## src/rtl/alu_pkg.sv

```systemverilog
// Opcode constants, control FSM encoding and opcode helpers shared by the
// pipelined ALU, its multiplier and the benches.
package alu_pkg;

  localparam logic [3:0] OP_ADD   = 4'd1;
  localparam logic [3:0] OP_SUB   = 4'd2;
  localparam logic [3:0] OP_XOR   = 4'd3;
  localparam logic [3:0] OP_OR    = 4'd4;
  localparam logic [3:0] OP_AND   = 4'd5;
  localparam logic [3:0] OP_SLL   = 4'd6;
  localparam logic [3:0] OP_SRL   = 4'd7;
  localparam logic [3:0] OP_SRA   = 4'd8;
  localparam logic [3:0] OP_SLT   = 4'd9;
  localparam logic [3:0] OP_SLTU  = 4'd10;
  localparam logic [3:0] OP_MUL   = 4'd11;
  localparam logic [3:0] OP_MULHU = 4'd12;

  typedef enum logic [1:0] {
    IDLE = 2'd0,
    MUL  = 2'd1,
    DONE = 2'd2
  } alu_state_t;

  function automatic logic is_mul_op(input logic [3:0] op);
    return (op == OP_MUL) || (op == OP_MULHU);
  endfunction

endpackage

```

## src/rtl/alu_mul_iter.sv

```systemverilog
// Iterative unsigned shift-add multiplier: one partial product per clock,
// XLEN iterations, full 2*XLEN-bit product held until the next start.
module alu_mul_iter #(
  parameter int XLEN = 32
) (
  input  logic              clk,
  input  logic              rst_n,
  input  logic              start,
  input  logic [XLEN-1:0]   a,
  input  logic [XLEN-1:0]   b,
  output logic              busy,
  output logic              done,
  output logic [2*XLEN-1:0] product
);

  localparam int CNT_W = $clog2(XLEN);

  logic [2*XLEN-1:0] mcand_reg;
  logic [2*XLEN-1:0] acc_reg;
  logic [XLEN-1:0]   mplier_reg;
  logic [CNT_W-1:0]  cnt_reg;
  logic              busy_reg;

  // done marks the edge that performs the final iteration, so the product is
  // complete in the cycle right after it.
  assign done    = busy_reg && (cnt_reg == CNT_W'(XLEN - 1));
  assign busy    = busy_reg;
  assign product = acc_reg;

  always_ff @(posedge clk or negedge rst_n) begin
    if (!rst_n) begin
      mcand_reg  <= '0;
      acc_reg    <= '0;
      mplier_reg <= '0;
      cnt_reg    <= '0;
      busy_reg   <= 1'b0;
    end else if (start) begin
      mcand_reg  <= {{XLEN{1'b0}}, a};
      acc_reg    <= '0;
      mplier_reg <= b;
      cnt_reg    <= '0;
      busy_reg   <= 1'b1;
    end else if (busy_reg) begin
      if (mplier_reg[0]) begin
        acc_reg <= acc_reg + mcand_reg;
      end
      mcand_reg  <= mcand_reg << 1;
      mplier_reg <= mplier_reg >> 1;
      cnt_reg    <= cnt_reg + CNT_W'(1);
      if (done) begin
        busy_reg <= 1'b0;
      end
    end
  end

endmodule

```

## src/rtl/alu_pipe.sv

```systemverilog
// Valid/ready ALU with a single registered output stage: single-cycle ops load
// the output on the accepting edge, multiplies run through an iterative unit.
module alu_pipe
  import alu_pkg::*;
#(
  parameter int XLEN   = 32,
  parameter int MUL_EN = 1
) (
  input  logic            clk,
  input  logic            rst_n,
  input  logic            in_valid,
  output logic            in_ready,
  input  logic [3:0]      alu_opcode,
  input  logic [XLEN-1:0] alu_in_1,
  input  logic [XLEN-1:0] alu_in_2,
  output logic            out_valid,
  input  logic            out_ready,
  output logic [XLEN-1:0] alu_out,
  output logic            alu_carry,
  output logic            alu_zero,
  output logic            alu_ovf,
  output logic            alu_neg
);

  localparam int SHAMT_W = $clog2(XLEN);
  localparam bit MUL_ON  = (MUL_EN != 0);

  alu_state_t state_reg;
  alu_state_t state_next;

  logic              accept;
  logic              mul_start;
  logic              mul_busy;
  logic              mul_done;
  logic              mul_hi_reg;
  logic [2*XLEN-1:0] mul_product;

  logic [SHAMT_W-1:0] shamt;
  logic [XLEN:0]      sum;
  logic [XLEN:0]      diff;
  logic [XLEN-1:0]    res_word;
  logic               res_carry;
  logic               res_ovf;

  logic               load_en;
  logic [XLEN-1:0]    load_word;
  logic               load_carry;
  logic               load_ovf;

  // Gated by rst_n so nothing is advertised while reset is held.
  assign in_ready  = rst_n && (state_reg == IDLE) && (!out_valid || out_ready);
  assign accept    = in_valid && in_ready;
  assign mul_start = accept && MUL_ON && is_mul_op(alu_opcode);

  always_ff @(posedge clk or negedge rst_n) begin
    if (!rst_n) begin
      state_reg  <= IDLE;
      mul_hi_reg <= 1'b0;
    end else begin
      state_reg <= state_next;
      if (mul_start) begin
        mul_hi_reg <= (alu_opcode == OP_MULHU);
      end
    end
  end

  always_comb begin
    state_next = state_reg;
    case (state_reg)
      IDLE: if (mul_start) state_next = MUL;
      MUL: begin
        if (mul_done) begin
          state_next = DONE;
        end else if (!mul_busy) begin
          state_next = IDLE;
        end
      end
      DONE: if (!out_valid || out_ready) state_next = DONE == DONE ? IDLE : IDLE;
      default: state_next = IDLE;
    endcase
  end

  // Single-cycle datapath straight from the operands being accepted.
  always_comb begin
    sum       = {1'b0, alu_in_1} + {1'b0, alu_in_2};
    diff      = {1'b0, alu_in_1} - {1'b0, alu_in_2};
    shamt     = alu_in_2[SHAMT_W-1:0];
    res_word  = '0;
    res_carry = 1'b0;
    res_ovf   = 1'b0;
    case (alu_opcode)
      OP_ADD: begin
        res_word  = sum[XLEN-1:0];
        res_carry = sum[XLEN];
        res_ovf   = (alu_in_1[XLEN-1] == alu_in_2[XLEN-1]) && (sum[XLEN-1] != alu_in_1[XLEN-1]);
      end
      OP_SUB: begin
        res_word  = diff[XLEN-1:0];
        res_carry = diff[XLEN];
        res_ovf   = (alu_in_1[XLEN-1] != alu_in_2[XLEN-1]) && (diff[XLEN-1] != alu_in_1[XLEN-1]);
      end
      OP_XOR:  res_word = alu_in_1 ^ alu_in_2;
      OP_OR:   res_word = alu_in_1 | alu_in_2;
      OP_AND:  res_word = alu_in_1 & alu_in_2;
      OP_SLL:  res_word = alu_in_1 << shamt;
      OP_SRL:  res_word = alu_in_1 >> shamt;
      OP_SRA:  res_word = $signed(alu_in_1) >>> shamt;
      OP_SLT:  res_word = {{(XLEN-1){1'b0}}, ($signed(alu_in_1) < $signed(alu_in_2))};
      OP_SLTU: res_word = {{(XLEN-1){1'b0}}, (alu_in_1 < alu_in_2)};
      default: res_word = '0;
    endcase
  end

  always_comb begin
    load_en    = 1'b0;
    load_word  = res_word;
    load_carry = res_carry;
    load_ovf   = res_ovf;
    if (state_reg == DONE) begin
      load_en    = !out_valid || out_ready;
      load_word  = mul_hi_reg ? mul_product[2*XLEN-1:XLEN] : mul_product[XLEN-1:0];
      load_carry = 1'b0;
      load_ovf   = 1'b0;
    end else if (accept && !mul_start) begin
      load_en = 1'b1;
    end
  end

  // Zero and negative are taken from the word being loaded so they always
  // describe the value that appears on alu_out.
  always_ff @(posedge clk or negedge rst_n) begin
    if (!rst_n) begin
      out_valid <= 1'b0;
      alu_out   <= '0;
      alu_carry <= 1'b0;
      alu_zero  <= 1'b0;
      alu_ovf   <= 1'b0;
      alu_neg   <= 1'b0;
    end else if (load_en) begin
      out_valid <= 1'b1;
      alu_out   <= load_word;
      alu_carry <= load_carry;
      alu_zero  <= (load_word == '0);
      alu_ovf   <= load_ovf;
      alu_neg   <= load_word[XLEN-1];
    end else if (out_ready) begin
      out_valid <= 1'b0;
    end
  end

  generate
    if (MUL_ON) begin : g_mul
      alu_mul_iter #(
        .XLEN(XLEN)
      ) u_mul (
        .clk     (clk),
        .rst_n   (rst_n),
        .start   (mul_start),
        .a       (alu_in_1),
        .b       (alu_in_2),
        .busy    (mul_busy),
        .done    (mul_done),
        .product (mul_product)
      );
    end else begin : g_no_mul
      assign mul_busy    = 1'b0;
      assign mul_done    = 1'b0;
      assign mul_product = '0;
    end
  endgenerate

endmodule
```

## config.mk

```make
export PLATFORM = sky130hd
export DESIGN_NAME = alu_pipe
export DESIGN_NICKNAME = d
export VERILOG_FILES = /design/src/rtl/alu_pkg.sv /design/src/rtl/alu_mul_iter.sv /design/src/rtl/alu_pipe.sv
export SDC_FILE = /design/constraint.sdc
export NUM_CORES = 1
export LEC_CHECK = 0
export ABC_AREA = 1
export CAP_MARGIN = 0
export CORE_UTILIZATION = 40
export DETAILED_ROUTE_END_ITERATION = 8
export GPL_ROUTABILITY_DRIVEN = 0
export PLACE_DENSITY = 0.55
export SLEW_MARGIN = 5
export SYNTH_ARGS = -nofsm -noshare
export SYNTH_HDL_FRONTEND = slang
export SYNTH_SLANG_ARGS = --single-unit
```

## constraint.sdc

```tcl
create_clock -name clk -period 7 [get_ports clk]
set_input_delay 0.7 -clock clk [delete_from_list [all_inputs] [get_ports clk]]
set_output_delay 0.7 -clock clk [all_outputs]
set_load 0.1 [all_outputs]
```

==> metrics.cfg <==
[timing]
rsz0062_at_grt=no
relSlewSlack_pct=23.7
slew_violations=0
setup_violations=0
post-route-min-period_ns=4.59
fin_tns_setup_ns=0
fin_crit_sh_pct=65.6
skew_ns=0.0271
holdWs_ns=-0.00443
clock.fmax_ghz=0.218
worst_pin_slew_ns=1.14
hold_viol_final=1

[clock_network]
clk_pin_slew_ns=0.07
cts_tree=yes
hold_buffers=0
clock_path_buffers=3
htreeDepth=1
clock_latency_ns=0.61
post_cts_resized=0
cts.sinks=205
cts_inserted_buffers=27
post_cts_buffers=0
cts-root-buf=clkbuf_16

[detailed_routing]
dr.pass1.iters=8
wirelength_mm=111
ant_nets=0
drc=0
vias=27800
via_per_inst=5.77
drtIter0Drc=3872
wl_per_cell_um=23.0

[final_layout]
fin_area_sq_um=25900
drive_above_1_share_pct=3.25
finalNetCount=4281
antenna_cells=0
fill_cells=6488
layout.cells.non_filler=4822
areaGrowthSynthToFinish_pct=10.3

[logic_synthesis]
yosys_warnings=0
yosys.cell_types.count=54
synth-seq-cells=205
yosysMostFrequentCell=nand2_1
synth-edff-count=0
synth_cells=4035
synth.largest_area_cell=dfrtp_1
postSynthAreaPerCell_sq_um=5.82
synth_top_flop_cell=dfrtp_1
yosysSeqAreaShare_pct=21.8
async_flop_share_pct=100
synthTopCellsByArea=dfrtp_1, nand2_1, nand3_1
netlist_area_sq_um=23500
synth_top_area_share_pct=21.8
ys_top_cells_by_count=nand2_1, nand3_1, inv_1, nor2_1, a21oi_1
syn_nets=4280

[power_and_ir_drop]
p_leak_nw=13.3
pwr-share-seq_pct=28.0
pwr-share-clk_pct=19.7
switchingPower_mw=3.78
switching_share_pct=51.5
p_int_mw=3.56
combinationalPowerShare_pct=52.3
ir_drop_mv=0.254
powerDensity_nw_per_um2=283
p_total_mw=7.34

[worst_setup_path]
critical_path_arrival_ns=5.14
r2r_start=state_reg[0]
r2r_slack_ns=3.15
crit_type=in -> reg
reg2reg_to=g_mul.u_mul.product[51]
endpoint_kind=flop
start_kind=input pin
cp_max_fo=9
rr_worst_depth=10
cp.required_ns=7.54

[global_route]
antenna_found_initial=1
grt_pass1_wl_mm=163
grt_overflow=0
grt_max_degree=104
grt_pass1_vias=25100
grt_usage_pct=36.5

[placement]
place_hpwl_mm=89.4
dpl_cell_area_sq_um=25000
dp.cells=4772
port_buffers=109

[floorplanning]
fp.dieH_um=244
die_w_um=244
dieArea_sq_um=59700
num_rows=88
ios=110
core-area_sq_um=57900
start_util_pct=40.6

[status]
violations=hold timing
status=complete, but fails checks

[flow_run]
max_cap_violations=0

[hold_path]
worstHoldPathType=in -> async

==> power groups by stage <==
stage                     registers, mW  clock network (mW)  logic (mW)
after CTS                          2.05                1.47        3.75
after detailed placement           2.06                   0        3.74
after global placement             2.07                   0        3.73
after global routing               2.10                1.51        4.20
final                              2.06                1.45        3.83
after floorplan                    2.23                   0        2.34
==> through the flow <==
step | setup WS (ns) | util, %
5_1_grt | 2.39 | 44.8
2_1_floorplan | 3.84 | -
3_5_place_dp | 2.06 | 43.2
6_report | 2.41 | 44.8
3_3_place_gp | 1.95 | 43.2
4_1_cts | 2.68 | 44.8
==> area by class of cell <==
type	instances	area, sq um	area share, %
Multi-Input combinational cell	3143	15700	60.4
Sequential cell	205	5130	19.8
Inverter	517	1940	7.50
Timing Repair Buffer	142	1330	5.13
Tap cell	765	957	3.69
Clock buffer	36	739	2.85
Clock inverter	14	151	0.584
==> layout by cell type (no fill, tap or decap), drive strengths merged, types with 36 or more instances in the layout <==
| master | netlist | layout |
|---|---|---|
| nand3 | 603 | 603 |
| nand2 | 1244 | 1244 |
| o211ai | 46 | 46 |
| clkdlybuf4s50 | 0 | 105 |
| buf | 91 | 37 |
| a21oi | 258 | 258 |
| o21ai | 239 | 239 |
| clkbuf | 79 | 36 |
| inv | 516 | 519 |
| ha | 170 | 170 |
| nand4 | 41 | 41 |
| nor2 | 360 | 360 |
| dfrtp | 205 | 205 |
==> kinds of logic (layout without fill, tap and decap cells) <==
group	after synthesis	count (layout)	share of synthesized area (%)
AO/OA/AOI/OAI	647	647	15.3
XOR/XNOR	22	22	0.820
AND/OR/NAND/NOR	2301	2301	41.2
flip-flops	205	205	21.8
buffers and inverters	687	709	11.6
adder cells (fa/ha/maj)	173	173	9.31
==> critical path, stage by stage <==
cell and delay [ns]:
clkdlybuf4s50_1 0.83, inv_1 0.24, ha_1 0.60, nand2_1 0.19, nor2_1 0.38, inv_1 0.10, nor2_1 0.36, nand4_1 0.35
nand3_1 0.19, nand2_1 0.06, nand3_1 0.07, nand2_1 0.10, o21ai_1 0.34, nand2_1 0.10, nor2_1 0.14, nand2_1 0.07
nor2_1 0.11, nand4_1 0.10, nand2_1 0.07
==> worst max path at each step <==
stage | cells after the start | startpoint | endpoint
after floorplan | 22 | alu_in_2[4] | alu_zero
after global placement | 19 | alu_in_1[15] | alu_zero
after detailed placement | 19 | alu_in_1[15] | alu_zero
after CTS | 19 | alu_in_1[15] | alu_zero
after global routing | 19 | alu_in_1[15] | alu_zero
final | 19 | alu_in_1[15] | alu_zero
==> per-layer routing <==
layer  vias up  track usage (%)  part of all wire, %
li1      13200                -                    -
met1     12900             54.4                   45
met2      1563             49.7                   38
met3       202             9.75                   13
met4         0             12.6                  3.8
met5         -                0                    0
Power figures use the tool's default switching activity.
